==> src/rtl/mips_pkg.sv <==
// Shared core definitions: ALU op codes, MULTU/DIVU select and sequencer states.
package mips_pkg;
  localparam int XLEN_W = 32;

  localparam logic [3:0] ALU_AND = 4'b0000;
  localparam logic [3:0] ALU_OR  = 4'b0001;
  localparam logic [3:0] ALU_ADD = 4'b0010;
  localparam logic [3:0] ALU_SUB = 4'b0110;
  localparam logic [3:0] ALU_SLT = 4'b0111;
  localparam logic [3:0] ALU_NOR = 4'b1100;

  typedef enum logic { MD_MULTU = 1'b0, MD_DIVU = 1'b1 } muldiv_op_e;

  typedef enum logic [1:0] { IDLE = 2'd0, RUN = 2'd1, DONE = 2'd2 } md_state_e;

  // One step's request to the shared EX ALU.
  typedef struct packed {
    logic              req;
    logic [3:0]        op;
    logic [XLEN_W-1:0] a;
    logic [XLEN_W-1:0] b;
  } alu_req_t;
endpackage

==> src/rtl/muldiv_step.sv <==
// One shift-add (MULTU) or restoring-subtract (DIVU) step; purely combinational.
module muldiv_step
  import mips_pkg::*;
#(
  parameter int XLEN = 32
) (
  input  logic             active,
  input  muldiv_op_e       op,
  input  logic [XLEN-1:0]  hi,
  input  logic [XLEN-1:0]  lo,
  input  logic [XLEN-1:0]  m,
  input  logic [XLEN-1:0]  alu_result,
  output alu_req_t         alu,
  output logic [XLEN-1:0]  hi_nxt,
  output logic [XLEN-1:0]  lo_nxt
);
  logic [XLEN:0] r;
  logic          ge;
  logic          carry;

  // Partial remainder carries one bit beyond XLEN; r[XLEN] set means r >= D for sure.
  assign r     = {hi, lo[XLEN-1]};
  assign ge    = r[XLEN] | (r[XLEN-1:0] >= m);
  assign carry = alu_result < m;

  always_comb begin
    alu    = '0;
    hi_nxt = hi;
    lo_nxt = lo;
    if (active) begin
      if (op == MD_DIVU) begin
        alu.req = 1'b1;
        alu.op  = ALU_SUB;
        alu.a   = r[XLEN-1:0];
        alu.b   = m;
        hi_nxt  = ge ? alu_result : r[XLEN-1:0];
        lo_nxt  = {lo[XLEN-2:0], ge};
      end else if (lo[0]) begin
        alu.req = 1'b1;
        alu.op  = ALU_ADD;
        alu.a   = hi;
        alu.b   = m;
        hi_nxt  = {carry, alu_result[XLEN-1:1]};
        lo_nxt  = {alu_result[0], lo[XLEN-1:1]};
      end else begin
        hi_nxt  = {1'b0, hi[XLEN-1:1]};
        lo_nxt  = {hi[0], lo[XLEN-1:1]};
      end
    end
  end
endmodule

==> src/rtl/muldiv_seq.sv <==
// MULTU/DIVU sequencer: 32 steps on the shared EX ALU via req/gnt, result in HI/LO.
module muldiv_seq
  import mips_pkg::*;
#(
  parameter int XLEN = 32
) (
  input  logic             clk,
  input  logic             rst_n,
  input  logic             start,
  input  logic             op,
  input  logic [XLEN-1:0]  rs_val,
  input  logic [XLEN-1:0]  rt_val,
  output logic             busy,
  output logic             done,
  output logic [XLEN-1:0]  hi,
  output logic [XLEN-1:0]  lo,
  output logic             div_by_zero,
  output logic             alu_req,
  input  logic             alu_gnt,
  output logic [XLEN-1:0]  alu_opA,
  output logic [XLEN-1:0]  alu_opB,
  output logic [3:0]       alu_op,
  input  logic [XLEN-1:0]  alu_result
);
  md_state_e        state, state_nxt;
  muldiv_op_e       op_r;
  logic [XLEN-1:0]  m_r;
  logic [4:0]       cnt;
  alu_req_t         alu;
  logic [XLEN-1:0]  hi_nxt, lo_nxt;
  logic             accept, div0, step_adv;

  assign accept   = (state == IDLE) && start;
  assign div0     = op && (rt_val == '0);
  // A step that needs the ALU only moves when granted; a no-request step always moves.
  assign step_adv = !alu.req || alu_gnt;

  muldiv_step #(.XLEN(XLEN)) u_step (
    .active     (state == RUN),
    .op         (op_r),
    .hi         (hi),
    .lo         (lo),
    .m          (m_r),
    .alu_result (alu_result),
    .alu        (alu),
    .hi_nxt     (hi_nxt),
    .lo_nxt     (lo_nxt)
  );

  always_ff @(posedge clk or negedge rst_n) begin
    if (!rst_n) state <= IDLE;
    else        state <= state_nxt;
  end

  always_comb begin
    state_nxt = state;
    case (state)
      IDLE:    if (start) state_nxt = div0 ? DONE : RUN;
      RUN:     if (step_adv && cnt == 5'd31) state_nxt = DONE;
      DONE:    state_nxt = IDLE;
      default: state_nxt = IDLE;
    endcase
  end

  always_ff @(posedge clk or negedge rst_n) begin
    if (!rst_n) begin
      op_r        <= MD_MULTU;
      m_r         <= '0;
      cnt         <= '0;
      hi          <= '0;
      lo          <= '0;
      div_by_zero <= 1'b0;
    end else if (accept) begin
      op_r        <= muldiv_op_e'(op);
      cnt         <= '0;
      div_by_zero <= div0;
      if (div0) begin
        m_r <= rt_val;
        hi  <= rs_val;
        lo  <= '1;
      end else begin
        // MULTU iterates over the multiplier in lo; DIVU shifts the dividend out of lo.
        m_r <= op ? rt_val : rs_val;
        hi  <= '0;
        lo  <= op ? rs_val : rt_val;
      end
    end else if (state == RUN && step_adv) begin
      hi  <= hi_nxt;
      lo  <= lo_nxt;
      cnt <= cnt + 5'd1;
    end
  end

  assign busy    = (state != IDLE);
  assign done    = (state == DONE);
  assign alu_req = alu.req;
  assign alu_opA = alu.a;
  assign alu_opB = alu.b;
  assign alu_op  = alu.op;
endmodule

==> config.mk <==
export PLATFORM = sky130hd
export DESIGN_NAME = muldiv_seq
export DESIGN_NICKNAME = d
export VERILOG_FILES = /design/src/rtl/mips_pkg.sv /design/src/rtl/muldiv_step.sv /design/src/rtl/muldiv_seq.sv
export SDC_FILE = /design/constraint.sdc
export NUM_CORES = 1
export LEC_CHECK = 0
export CORE_MARGIN = 10
export CORE_UTILIZATION = 47
export DETAILED_ROUTE_END_ITERATION = 10
export GPL_TIMING_DRIVEN = 0
export HOLD_SLACK_MARGIN = 0.1
export PLACE_DENSITY_LB_ADDON = 0.2
export SLEW_MARGIN = 20
export SYNTH_ARGS = -nofsm -noshare
export SYNTH_HDL_FRONTEND = slang
export SYNTH_HIERARCHICAL = 1
export SYNTH_SLANG_ARGS = --single-unit
==> constraint.sdc <==
create_clock -name clk -period 2.6 [get_ports clk]
set_input_delay 0.52 -clock clk [delete_from_list [all_inputs] [get_ports clk]]
set_output_delay 0.52 -clock clk [all_outputs]
set_load 0.02 [all_outputs]
# Yosys cells after proc, flatten, opt, wreduce, memory -nomap -nowiden
# Cells that the tools add are included.
[totals]
ff_bits = 105
output_inout_bits = 136
ram_bits = 0
mem_bits_ro = 0
in_bits = 101
mem_count = 0
latchBits = 0
wordCells = 54
[op_classes]
mul = 0
bitwise_logic = 1
eq_ne = 5
reduce_logical = 13
shift = 0
n_div = 0
n_lt_le_gt_ge = 2
muxes = 25
addsub = 1
[ops]
columns = ["op", "count"]
rows = [
  ["32-bit two-way mux", 16],
  ["69-bit two-way mux", 3],
  ["32-bit greater-or-equal comparator", 1],
  ["32-bit logical NOT", 1],
  ["32-bit less-than comparator", 1],
  ["5-bit two-way mux", 2],
  ["2-bit two-way mux", 3],
  ["2-bit nonzero test", 3],
  ["5-bit by 1-bit adder with 5-bit output, second input constant", 1],
  ["5-bit equality test, second input constant", 1],
  ["1-bit logical AND", 4],
  ["2-bit inequality test, second input constant", 2],
  ["2-bit case mux with 2 select lines", 1],
  ["2-bit AND reduction", 2],
  ["2-bit by 1-bit equality test with 1-bit output, second input constant", 1],
  ["2-bit equality test, second input constant", 1],
  ["2-bit logical NOT", 1],
  ["1-bit logical NOT", 1],
  ["1-bit logical OR", 1],
  ["1-bit OR", 1],
]

# Depth between registers and ports, before layout
# Gate-level depths: netlist (run 1).
[logic_depth]
ltp_word = 8
ltp_mapped = 14

# Cells and area by module
# Netlist (run 1), hierarchy kept.
[modules_own_cells]
columns = ["mod", "area_per_inst_um2", "cells_per_inst", "seq_area_each_um2", "instances"]
rows = [
  ["muldiv_seq", 5647.9, 591, 2627.5, 1],
  ["muldiv_step", 4745.8, 721, 0.0, 1],
]

# Least setup slack after synthesis (run 1)
# OpenSTA, ideal clock, no wires.
[synth_timing]
path_kind = "register to register"
start = "register lo[0]"
end = "register lo[12]"
path_slack_ns = -0.576
path_stages_with_launch = 11
t_required_ns = 2.513
setup_ns = 0.087
arrival_ns = 3.089
cell_sequence = "dfrtp_1 clkbuf_1 buf_1 nor2_1 nor2_1 buf_4 nor2b_1 a211o_1 clkbuf_1 nor3_1 a211oi_2"
[synth_between]
elab_chain_len = 8
[synth_lines]
columns = ["item", "line", "rtl"]
rows = [
  ["start, declared", "muldiv_seq.sv:16", "output logic [XLEN-1:0] lo,"],
  ["start signal, assigned", "muldiv_seq.sv:85", "lo <= op ? rs_val : rt_val;"],
  ["start signal, assigned", "muldiv_seq.sv:89", "lo <= lo_nxt;"],
  ["69-bit two-way mux", "muldiv_step.sv:38", "end else if (lo[0]) begin"],
  ["69-bit two-way mux", "muldiv_step.sv:31", "if (op == MD_DIVU) begin"],
  ["69-bit two-way mux", "muldiv_step.sv:30", "if (active) begin"],
  ["net alu_req", "muldiv_seq.sv:18", "output logic alu_req,"],
  ["1-bit logical NOT", "muldiv_seq.sv:36", "assign step_adv = !alu.req || alu_gnt;"],
  ["1-bit logical OR", "muldiv_seq.sv:36", ""],
  ["1-bit logical AND", "muldiv_seq.sv:87", "end else if (state == RUN && step_adv) begin"],
  ["2-bit nonzero test (no line)", "n/a", ""],
  ["2-bit AND reduction (no line)", "n/a", ""],
]
# The timed path passes the listed nets, and every way through them passes these cells.
# A chain may end at the register's enable or synchronous reset.

# Worst setup path in the final report (run 1)
[layout_timing]
start = "register m_r[26]"
end = "register hi[28]"
[layout_between]
elab_chain_len = 7
[layout_lines]
columns = ["item", "line", "rtl"]
rows = [
  ["start, declared", "muldiv_seq.sv:27", "logic [XLEN-1:0] m_r;"],
  ["start signal, assigned", "muldiv_seq.sv:78", "m_r <= rt_val;"],
  ["start signal, assigned", "muldiv_seq.sv:83", "m_r <= op ? rt_val : rs_val;"],
  ["32-bit greater-or-equal comparator", "muldiv_step.sv:23", "assign ge = r[XLEN] | (r[XLEN-1:0] >= m);"],
  ["1-bit OR", "muldiv_step.sv:23", ""],
  ["32-bit two-way mux", "muldiv_step.sv:36", "hi_nxt = ge ? alu_result : r[XLEN-1:0];"],
  ["32-bit two-way mux", "muldiv_step.sv:31", ""],
  ["32-bit two-way mux", "muldiv_step.sv:30", ""],
  ["net hi_nxt[28]", "muldiv_seq.sv:30", "logic [XLEN-1:0] hi_nxt, lo_nxt;"],
  ["32-bit two-way mux", "muldiv_seq.sv:87", ""],
  ["32-bit two-way mux", "muldiv_seq.sv:73", "end else if (accept) begin"],
  ["end signal, assigned", "muldiv_seq.sv:79", "hi <= rs_val;"],
  ["end signal, assigned", "muldiv_seq.sv:88", "hi <= hi_nxt;"],
  ["end, declared", "muldiv_seq.sv:15", "output logic [XLEN-1:0] hi,"],
]
# The timed path passes the listed nets, and every way through them passes these cells. The select of a mux whose other input is x is not followed.

==> metrics.yaml, run 1 <==
cts_sinks: 105
cts_made_buffers: 9
wl_met1_mm: 17.2
min_period_ns: 2.96
antenna_left: 0
drv_slew: 0
gr-total-overflow: 0
top_layer_used: "met4"
critPathLaunchType: "register"
cts_tree: "built"
p_sw_w: 0.0112
tightest_slew_ns: 0.889
cts_buffer_depth: 2
place_ws_ns: -1.21
cellPowerDensity_nw_per_um2: 1480
layout-drive-gt1-share_pct: 22.4
cellLeakagePower_nw: 6.41
comb_power_share_pct: 76.1
holdPathStages: 2
io_pins: 237
rrSetupSlack_ns: -0.36
ys_ff_latch: 105
htree_levels: 3
critPathMaxFanout: 10
async_reset_ff_share_pct: 100
path_class: "reg -> reg"
place_inst: 1828
setup_viol: 33
wl_per_cell_um: 22.6
first_global_vias: 11347
syn_area_per_cell_um2: 7.92
final_common_cell: "nor2_1"
drtIter0Drc: 1269
seq_area_um2: 2650
wirelength_mm: 42.7
place_congestion: 0.970
die_area_um2: 28500
wl_met2_mm: 20.1
skew_ns: 0.00697
clk_latency_ns: 0.37
ys.flop_type: "dfrtp_1"
outcome: "finished with violations"
ys_types: 56
finish.utilization_pct: 66.3
clockRootBuffer: "clkbuf_16"
clk_pin_slew_ns: 0.08
vdd_drop_max_mv: 0.699
r2r-start: "m_r[26]$_DFFE_PN0P_"
die_w_um: 169
ys_seq_area_share_pct: 25.3
placed_area_um2: 13200
place_hpwl_mm: 32.2
required_ns: 2.86
route.detailed.drc: 0
power_frac_seq_pct: 17.1
synth_edf_count: 0
slew_headroom_pct: 40.7
drt-pass1-iter-count: 6
min_from: "div_by_zero$_DFFE_PN0P_"
fin_area_um2: 14500
ys_warn_count: 6
antenna_found_initial: 1
wl_met3_mm: 4.03
synth_area_um2: 10400
r2r-end: "hi[28]$_DFFE_PN0P_"
p_clk_share_pct: 6.8
grt_max_degree: 78
synthCells: 1312
layout_setup_ws_ns: -0.356
vias_per_cell: 6.23
internal-power_w: 0.0102
end_kind: "register"
post-route-period-util_pct: 114
whs_endpoint: "div_by_zero$_DFFE_PN0P_"
r2r.worst_path.cells: 11
grt_pass1_wl_mm: 64.4
swShare_pct: 52.4
arrival_ns: 3.21
portBuffers: 234
area_growth_pct: 39.3
start_util_pct: 47.6
hp-class: "reg -> reg"
finalHoldViolCount: 0
placementRows: 54
coreArea_um2: 21800
die_y_um: 169
grt_usage_pct: 28.0
nNetsFinal: 1768
max_freq_mhz: 338
final_cell_mix: "nor2_1 (190), clkdlybuf4s50_1 (166), mux2i_1 (156), a21oi_1 (126), dfrtp_1 (89)"
multi_input_area_um2: 7650
vias: 11757
layout.cells.non_filler: 1887
violations: "negative setup slack"
drv_cap: 0
n_fill_cell: 1826
rsz0062_at_grt: "true"
==> power groups by stage <==
stage          clock, W  sequential, W  combinational [W]
3_5_place_dp          0        0.00372             0.0140
5_1_grt         0.00151        0.00376             0.0173
3_3_place_gp          0        0.00371             0.0138
4_1_cts         0.00145        0.00363             0.0149
2_1_floorplan         0        0.00395            0.00846
6_report        0.00146        0.00365             0.0163
==> worst max-delay path, stage by stage, from the launching register on <==
cell     delay [ns]
dfrtp_1        0.37
inv_2          0.08
ha_4           0.27
nand4_1        0.14
or4_4          0.59
a311o_1        0.35
buf_6          0.16
buf_12         0.15
mux2i_1        0.11
or3_1          0.35
a21oi_2        0.20
a21oi_2        0.07
==> metrics by stage <==
stage                     total power, W  hold WS [ns]  TNS [ns]
after floorplan                   0.0124         0.224     -2.83
after global placement            0.0175         0.458   -442.36
after detailed placement          0.0178         0.420    -95.83
after CTS                         0.0200         0.490    -14.13
after global routing              0.0226         0.550    -11.80
final                             0.0214         0.490     -9.37
==> synthesized netlist by cell type, types with 6 or more instances <==
cell type  count  area [um2]
nand3_1        8        40.0
o2bb2ai_1     28         245
a22oi_1       29         218
buf_4         11        82.6
o21ai_0       15        75.1
nand4_1       74         463
buf_1         13        48.8
and2_1        35         219
mux2i_1      156        1560
inv_1         41         154
nor2_1       206         773
nor3_1        65         325
nand2b_1       6        37.5
clkbuf_1      55         206
buf_2         31         155
nand2_1       56         210
dfrtp_1      105        2630
nor4_1         8        50.1
or3_1         32         200
a211oi_2      29         363
a21oi_1      155         776
ha_1          65         813
o21a_1        33         248
==> how the worst max path moves through the flow <==
stage | depth (start not counted) | startpoint | endpoint | slack, ns
floorplan | 10 | hi[24]$_DFFE_PN0P_ | hi[23]$_DFFE_PN0P_ | -0.11
global placement | 1 | rst_n | hi[24]$_DFFE_PN0P_ | -3.71
detailed placement | 7 | op_r$_DFFE_PN0P_ | alu_opA[2] | -1.21
CTS | 11 | m_r[26]$_DFFE_PN0P_ | hi[27]$_DFFE_PN0P_ | -0.32
global route | 11 | m_r[27]$_DFFE_PN0P_ | hi[28]$_DFFE_PN0P_ | -0.44
finish | 11 | m_r[26]$_DFFE_PN0P_ | hi[28]$_DFFE_PN0P_ | -0.36
==> cells by family (layout without fill, tap and decap cells) <==
kind of cell    Yosys count  in the layout  synth area share, %
mux                     157            157                 15.2
compound gates          319            319                 21.1
other cells               1              3               0.0361
flops                   105            105                 25.3
simple gates            506            506                 23.6
buf+inv                 156            449                 6.80
xor+xnor                  3              3                0.253
fa+ha+maj                65             65                 7.82
==> timing repair <==
action | 4_1_cts | 5_1_grt
endpoints found under the hold margin | 28 | 0
resized for setup | 382 | 159
cloned | 1 | 1
setup endpoints to repair | 136 | 129
setup buffers | 22 | 21
hold buffers | 1 | 0
pin swaps | 31 | 42
==> routing by layer <==
metal | vias up | global-route usage (%)
li1 | 5364 | -
met1 | 5648 | 36.7
met2 | 652 | 44.7
met3 | 93 | 5.21
met4 | 0 | 10.9
met5 | - | 0
==> flip-flops by register name (all words and copies together) (netlist names) <==
register / count
hi: 32
lo: 32
m_r: 32
cnt: 5
state: 2
div_by_zero: 1
op_r: 1
==> final cells by class <==
type	instances	share of cell area [%]
diodes	1	0.0173
plain buffers	112	5.37
clock buffers	10	1.65
clock inverters	5	0.389
inverters	41	1.11
multi-input cells	1052	52.8
flip-flops and latches	105	18.3
well taps	280	2.42
repair buffers	281	17.9
(Power assumes the default switching activity.)
==> inputs of run 2 (changes only) <==
CORE_MARGIN = 4   (was 10)
SLEW_MARGIN = unset   (was 20)
==> run 2 against run 1 <==
Compared with the run above: the flow still finishes with violations (negative setup slack); highest routed layer unchanged; setup slack better by 0.0084 ns; combinational power is 4% lower; power is 3.0% lower; maximum frequency is 0.29% higher; first-iteration DRC count is 4.2% higher; critical path depth stayed put; wire length is 4.1% lower.
==> metrics.yaml, run 2 (synthesis gave the netlist of run 1 again) <==
post-route-period-util_pct: 113  # -0.32 points
final_common_cell: "nor2_1"
violations: "negative setup slack"
rrSetupSlack_ns: -0.35  # about the same
coreArea_um2: 21800  # -0.31%
drt-pass1-iter-count: 9  # +3
vias: 11735  # -0.19%
tightest_slew_ns: 0.827  # -0.0617 ns
finalHoldViolCount: 0  # unchanged
hold_ws_ns: 0.145  # -0.345 ns
clk_latency_ns: 0.37  # about the same
placementRows: 54  # unchanged
cts_sinks: 105  # unchanged
placed_area_um2: 13200  # about the same
die_area_um2: 24600  # -14%
route.detailed.drc: 0  # unchanged
portBuffers: 234  # unchanged
drtIter0Drc: 1322  # +4.2%
place_congestion: 0.995  # +2.5%
crit_chain: "inv_2, ha_4, nand4_1, or4_4, a311o_1, buf_6, buf_12, mux2i_1, or3_1, a21oi_1, a21oi_1"
grt_usage_pct: 31.5  # +3.5 points
r2r-end: "hi[30]$_DFFE_PN0P_"
die_y_um: 157  # -7.1%
skew_ns: 0.00886  # +0.00189 ns
grt_pass1_wl_mm: 61.3  # -4.8%
r2r-start: "m_r[27]$_DFFE_PN0P_"
finalSetupTns_ns: -9.25  # +0.117 ns
grt_max_degree: 70  # -10%
rsz0062_at_grt: "true"
outcome: "finished with violations"
first_global_vias: 10950  # -3.5%
required_ns: 2.84  # -0.02 ns
cellPowerDensity_nw_per_um2: 1450  # -1.6%
critPathMaxFanout: 10  # unchanged
layout_setup_ws_ns: -0.348  # +0.00842 ns
top_regs: "hi (32), lo (32), m_r (32)"
io_pins: 237  # unchanged
crit_path_top_delay_cell: "or4_4"
area_growth_pct: 37.2
critPathLaunchType: "register"
start_util_pct: 47.8  # +0.15 points
drv_cap: 0  # unchanged
vias_per_cell: 6.26  # +0.45%
layout-drive-gt1-share_pct: 21.1  # -1.3 points
path_class: "reg -> reg"
antenna_found_initial: 0  # -1
die_w_um: 157  # -7.1%
end_kind: "register"
cpMostUsedCell: "a21oi_1"
min_period_ns: 2.95  # -0.00842 ns
final_cell_mix: "nor2_1 (199), clkdlybuf4s50_1 (166), mux2i_1 (156), a21oi_1 (134), dfrtp_1 (89)"
arrival_ns: 3.19  # -0.02 ns
cts_buffer_depth: 2  # unchanged
nNetsFinal: 1755  # -0.74%
max_freq_mhz: 339  # +0.29%
gr-total-overflow: 0  # unchanged
cts_made_buffers: 9  # unchanged
cellLeakagePower_nw: 6.33  # -1.3%
fin_area_um2: 14300  # -1.5%
vdd_drop_max_mv: 0.667  # -4.6%
cts_tree: "built"
place_ws_ns: -1.16  # +0.0517 ns
wirelength_mm: 41.0  # -4.1%
cts_hold_buf: 0  # -1
wl_per_cell_um: 21.9  # -3.5%
slew_headroom_pct: 44.8  # +4.1 points
htree_levels: 3  # unchanged
clk_pin_slew_ns: 0.08  # about the same
place_hpwl_mm: 30.5  # -5.4%
cp_slowest_stage_delay_ns: 0.59  # about the same
r2r.worst_path.cells: 11  # unchanged
drv_slew: 0  # unchanged
setup_viol: 33  # unchanged
clockRootBuffer: "clkbuf_16"
antenna_left: 0  # unchanged
hp-class: "in -> async"
-- run 2: worst max-delay path by stage --
| stage | start | end | slack, ns | depth (start not counted) |
|---|---|---|---|---|
| after floorplan | hi[24]$_DFFE_PN0P_ | hi[23]$_DFFE_PN0P_ | -0.11 | 10 |
| after global placement | rst_n | lo[31]$_DFFE_PN0P_ | -3.75 | 1 |
| after detailed placement | op_r$_DFFE_PN0P_ | alu_opA[31] | -1.16 | 7 |
| after CTS | m_r[27]$_DFFE_PN0P_ | hi[30]$_DFFE_PN0P_ | -0.29 | 11 |
| after global routing | m_r[27]$_DFFE_PN0P_ | hi[30]$_DFFE_PN0P_ | -0.43 | 11 |
| final | m_r[27]$_DFFE_PN0P_ | hi[30]$_DFFE_PN0P_ | -0.35 | 11 |
-- run 2: per-layer routing --
layer / global-route usage (%) / share of wire, % / up-vias
met2: 48.9 / 46 / 782
met3: 5.92 / 11 / 109
met4: 11.9 / 3.8 / 0
met5: 0 / 0 / -
li1: - / - / 5348
met1: 43.7 / 40 / 5496
-- run 2: through the flow --
step,total power (W),util [%],instances
2_1_floorplan,0.0124,-,1313
3_3_place_gp,0.0173,60.7,1827
3_5_place_dp,0.0176,60.8,1828
4_1_cts,0.0197,64.0,1867
5_1_grt,0.0220,65.5,1874
6_report,0.0207,65.5,1875
-- run 2: timing repair --
| action | in CTS | in global routing |
|---|---|---|
| endpoints found under the hold margin | 0 | 0 |
| endpoints found under the setup margin | 137 | 108 |
| setup buffers | 23 | 7 |
| pin swaps | 29 | 40 |
| resized for setup | 429 | 83 |
| cloned | 1 | 1 |
-- run 2: power by group --
part	internal, W	switching (W)
sequential	0.00248	0.00120
combinational	0.00658	0.00904
clock	0.000679	0.000742
-- run 2: critical path, delay by kind of cell (launching register included) --
kind,cells,cell delay [ns]
muxes,1,0.11
DFF,1,0.37
AOI/OAI and AO/OA,3,0.59
adders and majority gates,1,0.27
and+or+nand+nor,3,1.08
buffers and inverters,3,0.39
-- run 2: final cells by class --
cell class                      count  area, um2
Multi-Input combinational cell   1052       7600
Fill cell                        1815       7500
Timing Repair Buffer              266       2400
Clock inverter                      6       58.8
Clock buffer                       10        229
Antenna cell                        1       2.50
Inverter                           41        154
Sequential cell                   105       2650
Buffer                            114        820
Tap cell                          280        350
==> patch: new RTL, settings of run 2 <==
Re-encode `md_state_e` (3 states) as one-hot, 3 bits wide.
--- a/src/rtl/mips_pkg.sv
+++ b/src/rtl/mips_pkg.sv
@@ -12,5 +12,5 @@
   typedef enum logic { MD_MULTU = 1'b0, MD_DIVU = 1'b1 } muldiv_op_e;
 
-  typedef enum logic [1:0] { IDLE = 2'd0, RUN = 2'd1, DONE = 2'd2 } md_state_e;
+  typedef enum logic [2:0] { IDLE = 3'b001, RUN = 3'b010, DONE = 3'b100 } md_state_e;
 
   // One step's request to the shared EX ALU.
Check against the original RTL: no difference found for any inputs over 4 cycles, from zero or initial values and one cycle with rst_n low; so few cycles prove little.
==> patch against run 2 <==
Cell count grew 0.69%; global-route usage grew 1.9 points; via count grew 1.6%; hold slack lost 27 ps; final area grew 6.6%; total power shrank 20%; worst setup slack gained 64 ps; the run still ends with setup timing left; synthesized area shrank 0.77%; sequential cell count grew 1; highest routed layer unchanged; synthesized cell count shrank 0.23%; routed wire length grew 4.2%; critical endpoint is now hi[4].
==> patch: results (changes against run 2) <==
[yosys]
synth.distinct_cells=61  ; was 56
synth_adder_area_share=0.0789  ; was 0.0782
synth_common_cells=nand2_1, mux2i_1, nor2_1  ; was nor2_1, mux2i_1, a21oi_1
yosysWarnings=6  ; unchanged
synth_mux_area_frac=0.152  ; about the same
synth_xor_area_frac=0.00170  ; was 0.00253
synth_top_cells_by_area=dfrtp_1, mux2i_1, ha_1, nand2_1, nor2_1  ; was dfrtp_1, mux2i_1, ha_1, a21oi_1, nor2_1
synth_compound_area_frac=0.204  ; was 0.211
ys_seq_area_frac=0.257  ; was 0.253

[detailed_routing]
met1_length_mm=16.8  ; was 16.2 mm
highest-signal-layer=met4  ; unchanged
wl_met2_mm=19.5  ; was 18.7 mm
drt_iter0_markers=1390  ; was 1322
wl_met3_mm=4.75  ; was 4.46 mm
wirelength_mm=42.7  ; was 41.0 mm
vias_per_cell=6.32  ; was 6.26
firstDrtPassIters=6  ; was 9

[pwr]
leakagePower_nw=6.72  ; was 6.33 nW
p_comb_mw=11.7  ; was 15.6 mW
p_seq_mw=3.45  ; was 3.68 mW
peakVddDrop_mv=0.587  ; was 0.667 mV
pg_clk_mw=1.53  ; was 1.42 mW
swShare=0.515  ; was 0.530

[timing]
finalSetupViolations=102  ; was 33
slew_headroom=0.470  ; was 0.448
final.setup_skew_ps=13.3  ; was 8.86 ps
worst_slack_ps=-284  ; was -348 ps
tns_ps=-16640  ; was -9250 ps

[clock_network]
ctsResizeCount=604  ; was 429
cts_max_level=3  ; unchanged
cts_setup_buffers=26  ; was 23
cts-root-buf=clkbuf_16  ; unchanged
cts_made_buffers=9  ; unchanged
clk_latency_ps=370  ; about the same
cts.clk_slew.worst_paths_ps=90

[final_layout]
top_regs=hi (32), lo (32), m_r (32)  ; unchanged
n_antenna_cell=0  ; was 1
drive_gt1_frac=0.243  ; was 0.211
fin_nets=1774  ; was 1755
nFillCells=1621  ; was 1815

[global_routing]
grt_first_pass_wirelength_mm=64.3  ; was 61.3 mm
use_met3=0.0610  ; was 0.0592
first_global_vias=11400  ; was 11.0k
grt_use_met2=0.533  ; was 0.489
grt_usage=0.334  ; was 0.315
use_met1=0.460  ; was 0.437

[critical_path]
crit_fanout=7  ; was 10
reg2reg_slack_ps=-280  ; was -350 ps
critPathArrivalTime_ps=3130  ; was 3190 ps
worst_r2r_path_depth=10  ; was 11
critPathLaunch=hi[25]  ; was m_r[27]
r2r_start=hi[25]  ; was m_r[27]

[placed_design]
dpl.hpwl_mm=31.2  ; was 30.5 mm
portBuffers=233  ; was 234
gp_congestion=0.969  ; was 0.995

[run_status]
outcome=finished, violations left  ; unchanged
violations=setup timing  ; unchanged

[min_path]
hp-class=input port to asynchronous set/reset pin  ; unchanged

-- patch: changes by cell type in the layout (fill, tap and decap cells not counted), moves of 31 or more --
cell,change
nand4_1,-31
a21oi_1,-78
and2_1,-34
buf_6,+54
nand2_1,+125
buf_2,-56
nand3_1,+40
o21ai_0,+32
o211ai_1,+33
nor2_1,-119
-- patch: worst paths after layout --
path | to
min reg2reg | m_r[3]
max in group asynchronous | hi[8]
min | lo[28]
max | hi[4]
max reg2reg | hi[4]
min in group clk | m_r[3]
-- patch: final cells by class --
cell class,count,area share
plain buffers,108,0.0566
clock inverters,6,0.00543
inverters,72,0.0184
well taps,275,0.0226
flip-flops and latches,106,0.176
multi-input cells,1022,0.512
clock buffers,10,0.0157
repair buffers,289,0.193
-- patch: metrics by stage --
| step | hold slack (ps) | setup slack (ps) | instances | cell area [um^2] | util |
|---|---|---|---|---|---|
| after floorplan | 224 | -80.1 | 1310 | 10500 | - |
| after global placement | 461 | -3660 | 1818 | 13200 | 0.618 |
| after detailed placement | 473 | -1190 | 1819 | 13200 | 0.619 |
| after CTS | 140 | -256 | 1866 | 14700 | 0.691 |
| after global routing | 153 | -333 | 1888 | 15200 | 0.714 |
| final | 118 | -284 | 1888 | 15200 | 0.714 |
-- patch: cell families (layout without fill, tap and decap cells) --
group / after synthesis / count (layout)
xor gates and xnor gates: 2 / 2
AOI/OAI and AO/OA: 289 / 289
buffers and inverters: 182 / 485
other: 1 / 2
adders and majority gates: 65 / 65
muxes: 156 / 156
DFF: 106 / 106
and+or+nand+nor: 508 / 508
-- patch: worst max-delay path, stage by stage (launching register included) --
cell,delay (ps)
dfrtp_2,450
ha_4,280
nand4_1,160
or4_4,590
a311o_1,300
buf_6,160
buf_4,140
mux2i_1,110
or3_1,380
nand3_1,110
o211ai_2,90
